[src/rtl/piso_tx_sequencer.sv]
// Parallel-in/serial-out transmit sequencer: one-word holding register, programmable bit period.
// Define PISO_PARITY_EN to append an even-parity bit to every frame.
module piso_tx_sequencer #(
  parameter int WIDTH     = 4,
  parameter int DIV_W     = 8,
  parameter int MSB_FIRST = 1
) (
  input  logic             clk,
  input  logic             rst,
  input  logic [DIV_W-1:0] div,
  input  logic [WIDTH-1:0] in_data,
  input  logic             in_valid,
  output logic             in_ready,
  output logic             serial_out,
  output logic             bit_strobe,
  output logic             frame_start,
  output logic             busy,
  output logic             done
);

  localparam int BC_W = $clog2(WIDTH);

  typedef enum logic [1:0] {
    S_IDLE   = 2'd0,
    S_SHIFT  = 2'd1,
    S_PARITY = 2'd2
  } state_t;

  state_t             state_q, state_d;
  logic               hold_full_q, hold_full_d;
  logic [WIDTH-1:0]   hold_q, hold_d;
  logic [WIDTH-1:0]   shreg_q, shreg_d;
  logic [DIV_W-1:0]   div_rld_q, div_rld_d;
  logic [DIV_W-1:0]   div_cnt_q, div_cnt_d;
  logic [BC_W-1:0]    bit_cnt_q, bit_cnt_d;
  logic               serial_out_q, serial_out_d;
  logic               bit_strobe_q, bit_strobe_d;
  logic               frame_start_q, frame_start_d;
  logic               busy_q, busy_d;
  logic               done_q, done_d;
  logic               load;
  logic               end_frame;
`ifdef PISO_PARITY_EN
  logic               par_q, par_d;
`endif

  function automatic logic lead_bit(input logic [WIDTH-1:0] w);
    return (MSB_FIRST != 0) ? w[WIDTH-1] : w[0];
  endfunction

  function automatic logic [WIDTH-1:0] shift_word(input logic [WIDTH-1:0] w);
    return (MSB_FIRST != 0) ? {w[WIDTH-2:0], 1'b0} : {1'b0, w[WIDTH-1:1]};
  endfunction

  always_comb begin
    state_d       = state_q;
    hold_full_d   = hold_full_q;
    hold_d        = hold_q;
    shreg_d       = shreg_q;
    div_rld_d     = div_rld_q;
    div_cnt_d     = div_cnt_q;
    bit_cnt_d     = bit_cnt_q;
    serial_out_d  = serial_out_q;
    bit_strobe_d  = 1'b0;
    frame_start_d = 1'b0;
    busy_d        = busy_q;
    done_d        = 1'b0;
    load          = 1'b0;
    end_frame     = 1'b0;
`ifdef PISO_PARITY_EN
    par_d         = par_q;
`endif

    if (in_valid && !hold_full_q) begin
      hold_d      = in_data;
      hold_full_d = 1'b1;
    end

    case (state_q)
      S_IDLE: begin
        if (hold_full_q) load = 1'b1;
      end
      S_SHIFT: begin
        if (div_cnt_q == '0) begin
          div_cnt_d = div_rld_q;
          if (bit_cnt_q == BC_W'(WIDTH - 1)) begin
`ifdef PISO_PARITY_EN
            state_d      = S_PARITY;
            serial_out_d = par_q;
            bit_strobe_d = 1'b1;
`else
            end_frame    = 1'b1;
`endif
          end else begin
            shreg_d      = shift_word(shreg_q);
            serial_out_d = lead_bit(shift_word(shreg_q));
            bit_cnt_d    = bit_cnt_q + BC_W'(1);
            bit_strobe_d = 1'b1;
          end
        end else begin
          div_cnt_d = div_cnt_q - DIV_W'(1);
        end
      end
      S_PARITY: begin
`ifdef PISO_PARITY_EN
        if (div_cnt_q == '0) end_frame = 1'b1;
        else                 div_cnt_d = div_cnt_q - DIV_W'(1);
`else
        state_d = S_IDLE;
`endif
      end
      default: state_d = S_IDLE;
    endcase

    // A held word at end of frame starts the next frame with no idle gap.
    if (end_frame) begin
      done_d = 1'b1;
      if (hold_full_q) begin
        load = 1'b1;
      end else begin
        state_d      = S_IDLE;
        busy_d       = 1'b0;
        serial_out_d = 1'b0;
      end
    end

    if (load) begin
      shreg_d       = hold_q;
      serial_out_d  = lead_bit(hold_q);
      hold_full_d   = 1'b0;
      div_rld_d     = div;
      div_cnt_d     = div;
      bit_cnt_d     = '0;
      state_d       = S_SHIFT;
      busy_d        = 1'b1;
      frame_start_d = 1'b1;
      bit_strobe_d  = 1'b1;
`ifdef PISO_PARITY_EN
      par_d         = ^hold_q;
`endif
    end
  end

  // Control state: reset to idle, discarding any held or in-flight word.
  always_ff @(posedge clk) begin
    if (rst) begin
      state_q       <= S_IDLE;
      hold_full_q   <= 1'b0;
      div_cnt_q     <= '0;
      bit_cnt_q     <= '0;
      serial_out_q  <= 1'b0;
      bit_strobe_q  <= 1'b0;
      frame_start_q <= 1'b0;
      busy_q        <= 1'b0;
      done_q        <= 1'b0;
    end else begin
      state_q       <= state_d;
      hold_full_q   <= hold_full_d;
      div_cnt_q     <= div_cnt_d;
      bit_cnt_q     <= bit_cnt_d;
      serial_out_q  <= serial_out_d;
      bit_strobe_q  <= bit_strobe_d;
      frame_start_q <= frame_start_d;
      busy_q        <= busy_d;
      done_q        <= done_d;
    end
  end

  // Data registers are only consumed when their control flags say so.
  always_ff @(posedge clk) begin
    hold_q    <= hold_d;
    shreg_q   <= shreg_d;
    div_rld_q <= div_rld_d;
`ifdef PISO_PARITY_EN
    par_q     <= par_d;
`endif
  end

  assign in_ready    = ~hold_full_q;
  assign serial_out  = serial_out_q;
  assign bit_strobe  = bit_strobe_q;
  assign frame_start = frame_start_q;
  assign busy        = busy_q;
  assign done        = done_q;

endmodule

[config.mk]
export PLATFORM = sky130hd
export DESIGN_NAME = piso_tx_sequencer
export DESIGN_NICKNAME = d
export VERILOG_FILES = /design/src/rtl/piso_tx_sequencer.sv
export SDC_FILE = /design/constraint.sdc
export NUM_CORES = 1
export LEC_CHECK = 0
export CAP_MARGIN = 20
export CORE_AREA = 2 2 71 53
export CTS_CLUSTER_DIAMETER = 120
export DETAILED_ROUTE_END_ITERATION = 12
export DIE_AREA = 0 0 73 55
export PLACE_DENSITY = 0.74
export SLEW_MARGIN = 40
export SYNTH_ARGS = -nofsm -noshare
export SYNTH_HDL_FRONTEND = slang
export SYNTH_SLANG_ARGS = --single-unit
[constraint.sdc]
create_clock -name clk -period 2.5 [get_ports clk]
set_input_delay 0.5 -clock clk [delete_from_list [all_inputs] [get_ports clk]]
set_output_delay 0.5 -clock clk [all_outputs]
set_load 0.01 [all_outputs]
* Word-level counts from Yosys, hierarchy flattened
Cells that the tools add are included.
** Storage, ports and cells
- ROM bits :: 0
- RAM bits :: 0
- Latch bits :: 0
- Flip-flop bits (word level) :: 33
- Memories kept :: 0
** Operators by class
- Add/sub/neg operators :: 2
- Shift-type cells :: 0
- Order comparisons :: 0
- Muxes and demuxes :: 33
- Eq/ne operators :: 4
- Div/mod/pow operators :: 0
- Multipliers :: 0
- Bitwise gates (word level) :: 2
- Reductions and logical operators :: 12
** Operators by type and width (number)
- 2-to-1 mux 8 bit :: 3
- 2-to-1 mux 1 bit :: 23
- 2-to-1 mux 3 bit :: 4
- zero test 8 bit :: 1
- subtractor 8 x 1 -> 8 bit, second input constant :: 1
- 2-to-1 mux 2 bit :: 3
- AND reduction 3 bit :: 2
- nonzero test 2 bit :: 3
- OR reduction 2 bit :: 2
- adder 2 x 1 -> 2 bit, second input constant :: 1
- == test 2 x 1 -> 1 bit, second input constant :: 1
- == test 2 bit, second input constant :: 1
- zero test 2 bit :: 1
- != test 2 x 1 -> 1 bit, second input constant :: 1
- != test 2 bit, second input constant :: 1
- inverter 1 bit :: 2
- AND reduction 2 bit :: 1
- logical AND 1 bit :: 1
- zero test 1 bit :: 1

* Logic depth before layout (Yosys ltp)
- Depth after elaboration :: 7
- Depth in mapped cells :: 7

* Least setup slack after synthesis
Ideal clock, no wire load.
- Path type :: register -> register
- From :: register div_cnt_q[0]
- To :: register shreg_q[1], data pin
- Setup slack :: 0.026 ns
- Cell stages (with the launch flop) :: 8
- Arrival time :: 2.214 ns
- Cells stage by stage :: dfxtp_1 > inv_1 > ha_1 > nor3b_1 > a31oi_1 > or2_2 > clkinv_1 > mux2_2
** Between the ends
- Word-level cells in the longest chain between the ends :: 5
** Ends and longest elaborated chain
- start: declaration :: RTL line 34 : logic [DIV_W-1:0] div_cnt_q, div_cnt_d;
- start signal: assignment :: RTL line 159 : div_cnt_q <= div_cnt_d;
- zero test 8 bit :: RTL line 84 : if (div_cnt_q == '0) begin
- 2-to-1 mux 1 bit :: RTL line 84
- 2-to-1 mux 1 bit :: RTL line 79 : case (state_q)
- 2-to-1 mux 1 bit :: RTL line 116 : if (end_frame) begin
- 2-to-1 mux 3 bit :: RTL line 127 : if (load) begin
- named net shreg_d[1] :: RTL line 32 : logic [WIDTH-1:0] shreg_q, shreg_d;
- end signal: assignment :: RTL line 172 : shreg_q <= shreg_d;
- end: declaration :: RTL line 32
The timed path passes the listed nets, and every way through them passes these cells.
A chain may end at the register's enable or synchronous reset.

* Worst setup path in the final report
- From :: register div_cnt_q[0]
- To :: register shreg_q[2], data pin
The elaborated chain is that of the path after synthesis.

==> results.py <==
metrics = {
    "power_and_ir_drop": {
        "power_frac_clock_pct": 31.9,
        "p_sw_mw": 0.305,
        "p_per_area_nw_per_um2": 653,
        "peakVddDrop_mv": 0.304,
        "seqPwrFrac_pct": 52.6,
        "combinationalPowerShare_pct": 15.5,
        "p_int_mw": 0.876,
        "sw_frac_of_total_pct": 25.8,
        "power_leakage_nw": 0.626,
    },
    "floorplanning": {
        "io_pins": 21,
        "rows": 18,
        "start_util_pct": 44.3,
        "core-area_um2": 3360,
        "die_h_um": 55,
        "dieWidth_um": 73,
        "die-area_um2": 4020,
    },
    "clock_tree": {
        "cts_root_buf": "clkbuf_8",
        "cts_tree": "built",
        "post-cts-setup-buffers": 0,
        "cts_buffer_depth": 2,
        "holdBufCountCts": 0,
        "clkTransAtPathRegs_ns": 0.07,
        "postCtsResizedCells": 0,
        "cts_htree_levels": 2,
        "clock_latency_ns": 0.28,
        "cts_sinks": 33,
        "cts-buffers-inserted": 5,
    },
    "worst_setup_path": {
        "cp.required_ns": 2.53,
        "worstSetupPathType": "reg -> reg",
        "cp-start-kind": "register",
        "worst-r2r-cell-count": 7,
        "crit_arrival_ns": 2.28,
        "reg2reg_from": "div_cnt_q[0]",
        "critPathCaptureType": "register",
        "critPathMaxFanout": 9,
        "crit_path_start": "div_cnt_q[0]",
    },
    "synth": {
        "synth_top_family_by_area": "simple AND/OR/NAND/NOR gates",
        "synth-xor-area-share_pct": 0.590,
        "yosys.area_share.simple_pct": 20.5,
        "yosysWarnings": 0,
        "synth_edf_count": 15,
        "ys_ff_latch": 33,
        "synthCells": 136,
        "synth-main-ff-cell": "dfxtp_1",
        "ys_async_sr_fraction_pct": 0,
        "synth_nets": 153,
        "muxShareOfSynthArea_pct": 2.86,
        "synth_adder_area_share_pct": 1.68,
        "netlist_area_um2": 1490,
        "synth_compound_area_share_pct": 14.7,
        "synth.avg_cell_area_um2": 10.9,
        "synthDistinctLibCells": 43,
        "seq_area_frac_synth_pct": 54.6,
    },
    "global_route": {
        "antenna_found_initial": 0,
        "grt_use_total_pct": 17.4,
        "grt_first_pass_wirelength_um": 5240,
        "gr-total-overflow": 0,
        "grt_pass1_vias": 1096,
        "grt_max_degree": 18,
    },
    "final_layout": {
        "syn_to_final_growth_pct": 21.8,
        "nets": 178,
        "layout_commonest_cell": "clkdlybuf4s50_1",
        "drive_gt1_share_pct": 15.4,
        "final_cell_mix": "clkdlybuf4s50_1 (20), dfxtp_1 (18), edfxtp_1 (15)",
        "antennaDiodeCount": 0,
    },
    "timing": {
        "tightest_slew_ns": 0.652,
        "max_freq_mhz": 445,
        "max_slew_margin_pct": 56.4,
        "fin_tns_setup_ns": 0,
        "drv_slew": 0,
        "min_period_ns": 2.25,
        "finalClockSkew_ns": 0.00789,
        "rsz0062_at_grt": "false",
        "final-hold-violation-count": 0,
        "finalCritPeriodShare_pct": 89.9,
        "setup_ws_ns": 0.253,
        "finalSetupViolations": 0,
    },
    "min_path": {
        "hold_depth": 2,
        "min_from": "busy",
        "min_path_type": "reg -> reg",
    },
    "run_status": {
        "outcome": "finished clean",
    },
    "routing": {
        "route.antenna.remaining_nets": 0,
        "wire_per_inst_um": 16.0,
        "via_per_inst": 5.80,
        "routed_wl_um": 3220,
        "route.detailed.drc": 0,
        "vias": 1171,
        "drt_first_pass_iters": 4,
        "drt_iter0_drc": 151,
    },
    "run": {
        "cap_violations": 0,
    },
    "place": {
        "portBuffers": 20,
        "dp_slack_ns": 0.267,
        "gp_congestion": 0.913,
        "hpwl_um": 2250,
    },
}
-- metrics by stage --
step / utilization, % / instances / power [mW] / area, um2 / hold slack, ns
4_1_cts: 53.9 / 202 / 1.19 / 1810 / 0.481
6_report: 53.9 / 202 / 1.18 / 1810 / 0.480
5_1_grt: 53.9 / 202 / 1.23 / 1810 / 0.496
2_1_floorplan: - / 136 / 0.739 / 1490 / 0.479
3_3_place_gp: 51.5 / 194 / 0.808 / 1730 / 0.468
3_5_place_dp: 51.5 / 194 / 0.813 / 1730 / 0.469
-- kinds of logic after synthesis --
logic type	Yosys count
mux	4
buf+inv	14
compound gates	31
fa+ha+maj	2
flops	33
other cells	1
xor+xnor	1
simple gates	50
-- power by group through the flow --
| stage | sequential, mW | combinational, mW | clock, mW |
|---|---|---|---|
| floorplan | 0.623 | 0.116 | 0 |
| global placement | 0.631 | 0.177 | 0 |
| detailed placement | 0.633 | 0.180 | 0 |
| CTS | 0.621 | 0.183 | 0.384 |
| global route | 0.625 | 0.201 | 0.408 |
| finish | 0.622 | 0.183 | 0.377 |
-- registers in the layout, summed over array words and instances (netlist names), 2 cells and up --
signal	cells
bit_cnt_q	2
div_rld_q	8
hold_q	4
state_q	2
shreg_q	3
div_cnt_q	8
-- Yosys cell counts, types with 2 or more instances --
| master | instances | area [um2] |
|---|---|---|
| mux2_2 | 2 | 22.5 |
| or4_2 | 3 | 26.3 |
| or2_2 | 3 | 18.8 |
| or3_1 | 3 | 18.8 |
| a311oi_1 | 7 | 61.3 |
| buf_4 | 3 | 22.5 |
| nor2_1 | 7 | 26.3 |
| clkbuf_1 | 2 | 7.51 |
| edfxtp_1 | 15 | 450 |
| nor3_1 | 13 | 65.1 |
| nand2b_1 | 2 | 12.5 |
| nand2_1 | 5 | 18.8 |
| mux2i_1 | 2 | 20.0 |
| and3_1 | 2 | 12.5 |
| o31ai_1 | 2 | 15.0 |
| a31o_2 | 2 | 17.5 |
| ha_1 | 2 | 25.0 |
| nor2b_1 | 2 | 12.5 |
| a21oi_1 | 4 | 20.0 |
| a211oi_1 | 4 | 30.0 |
| dfxtp_1 | 18 | 360 |
| inv_1 | 6 | 22.5 |
| o21ai_0 | 7 | 35.0 |
-- layout make-up --
type	count	area, um2
clock buffer	6	72.6
clock inverter	2	10.0
fill	285	1550
inverter	7	26.3
multi-input combinational	89	602
sequential	33	811
tap	40	50.0
timing repair buffer	25	238
-- worst paths after layout --
path                      to  slack, ns
setup reg to reg  shreg_q[2]       0.25
setup / recovery  shreg_q[2]       0.25
hold reg to reg         busy       0.48
hold / removal          busy       0.48
-- worst max-delay path, cell delays in order, from the launching register on --
cell and delay, ns:
dfxtp_1 0.35, inv_1 0.12, ha_1 0.24, nor3b_1 0.27
a31oi_1 0.14, or2_2 0.33, clkinv_1 0.19, mux2_2 0.36
-- layer usage --
layer | GRT usage (%) | wire length, um | up-vias
met5 | 0 | 0 | -
met4 | 5.86 | 8 | 0
met3 | 5.25 | 241 | 2
met2 | 27.5 | 1540 | 50
met1 | 23.0 | 1430 | 554
li1 | - | - | 565
(Power assumes the default switching activity.)
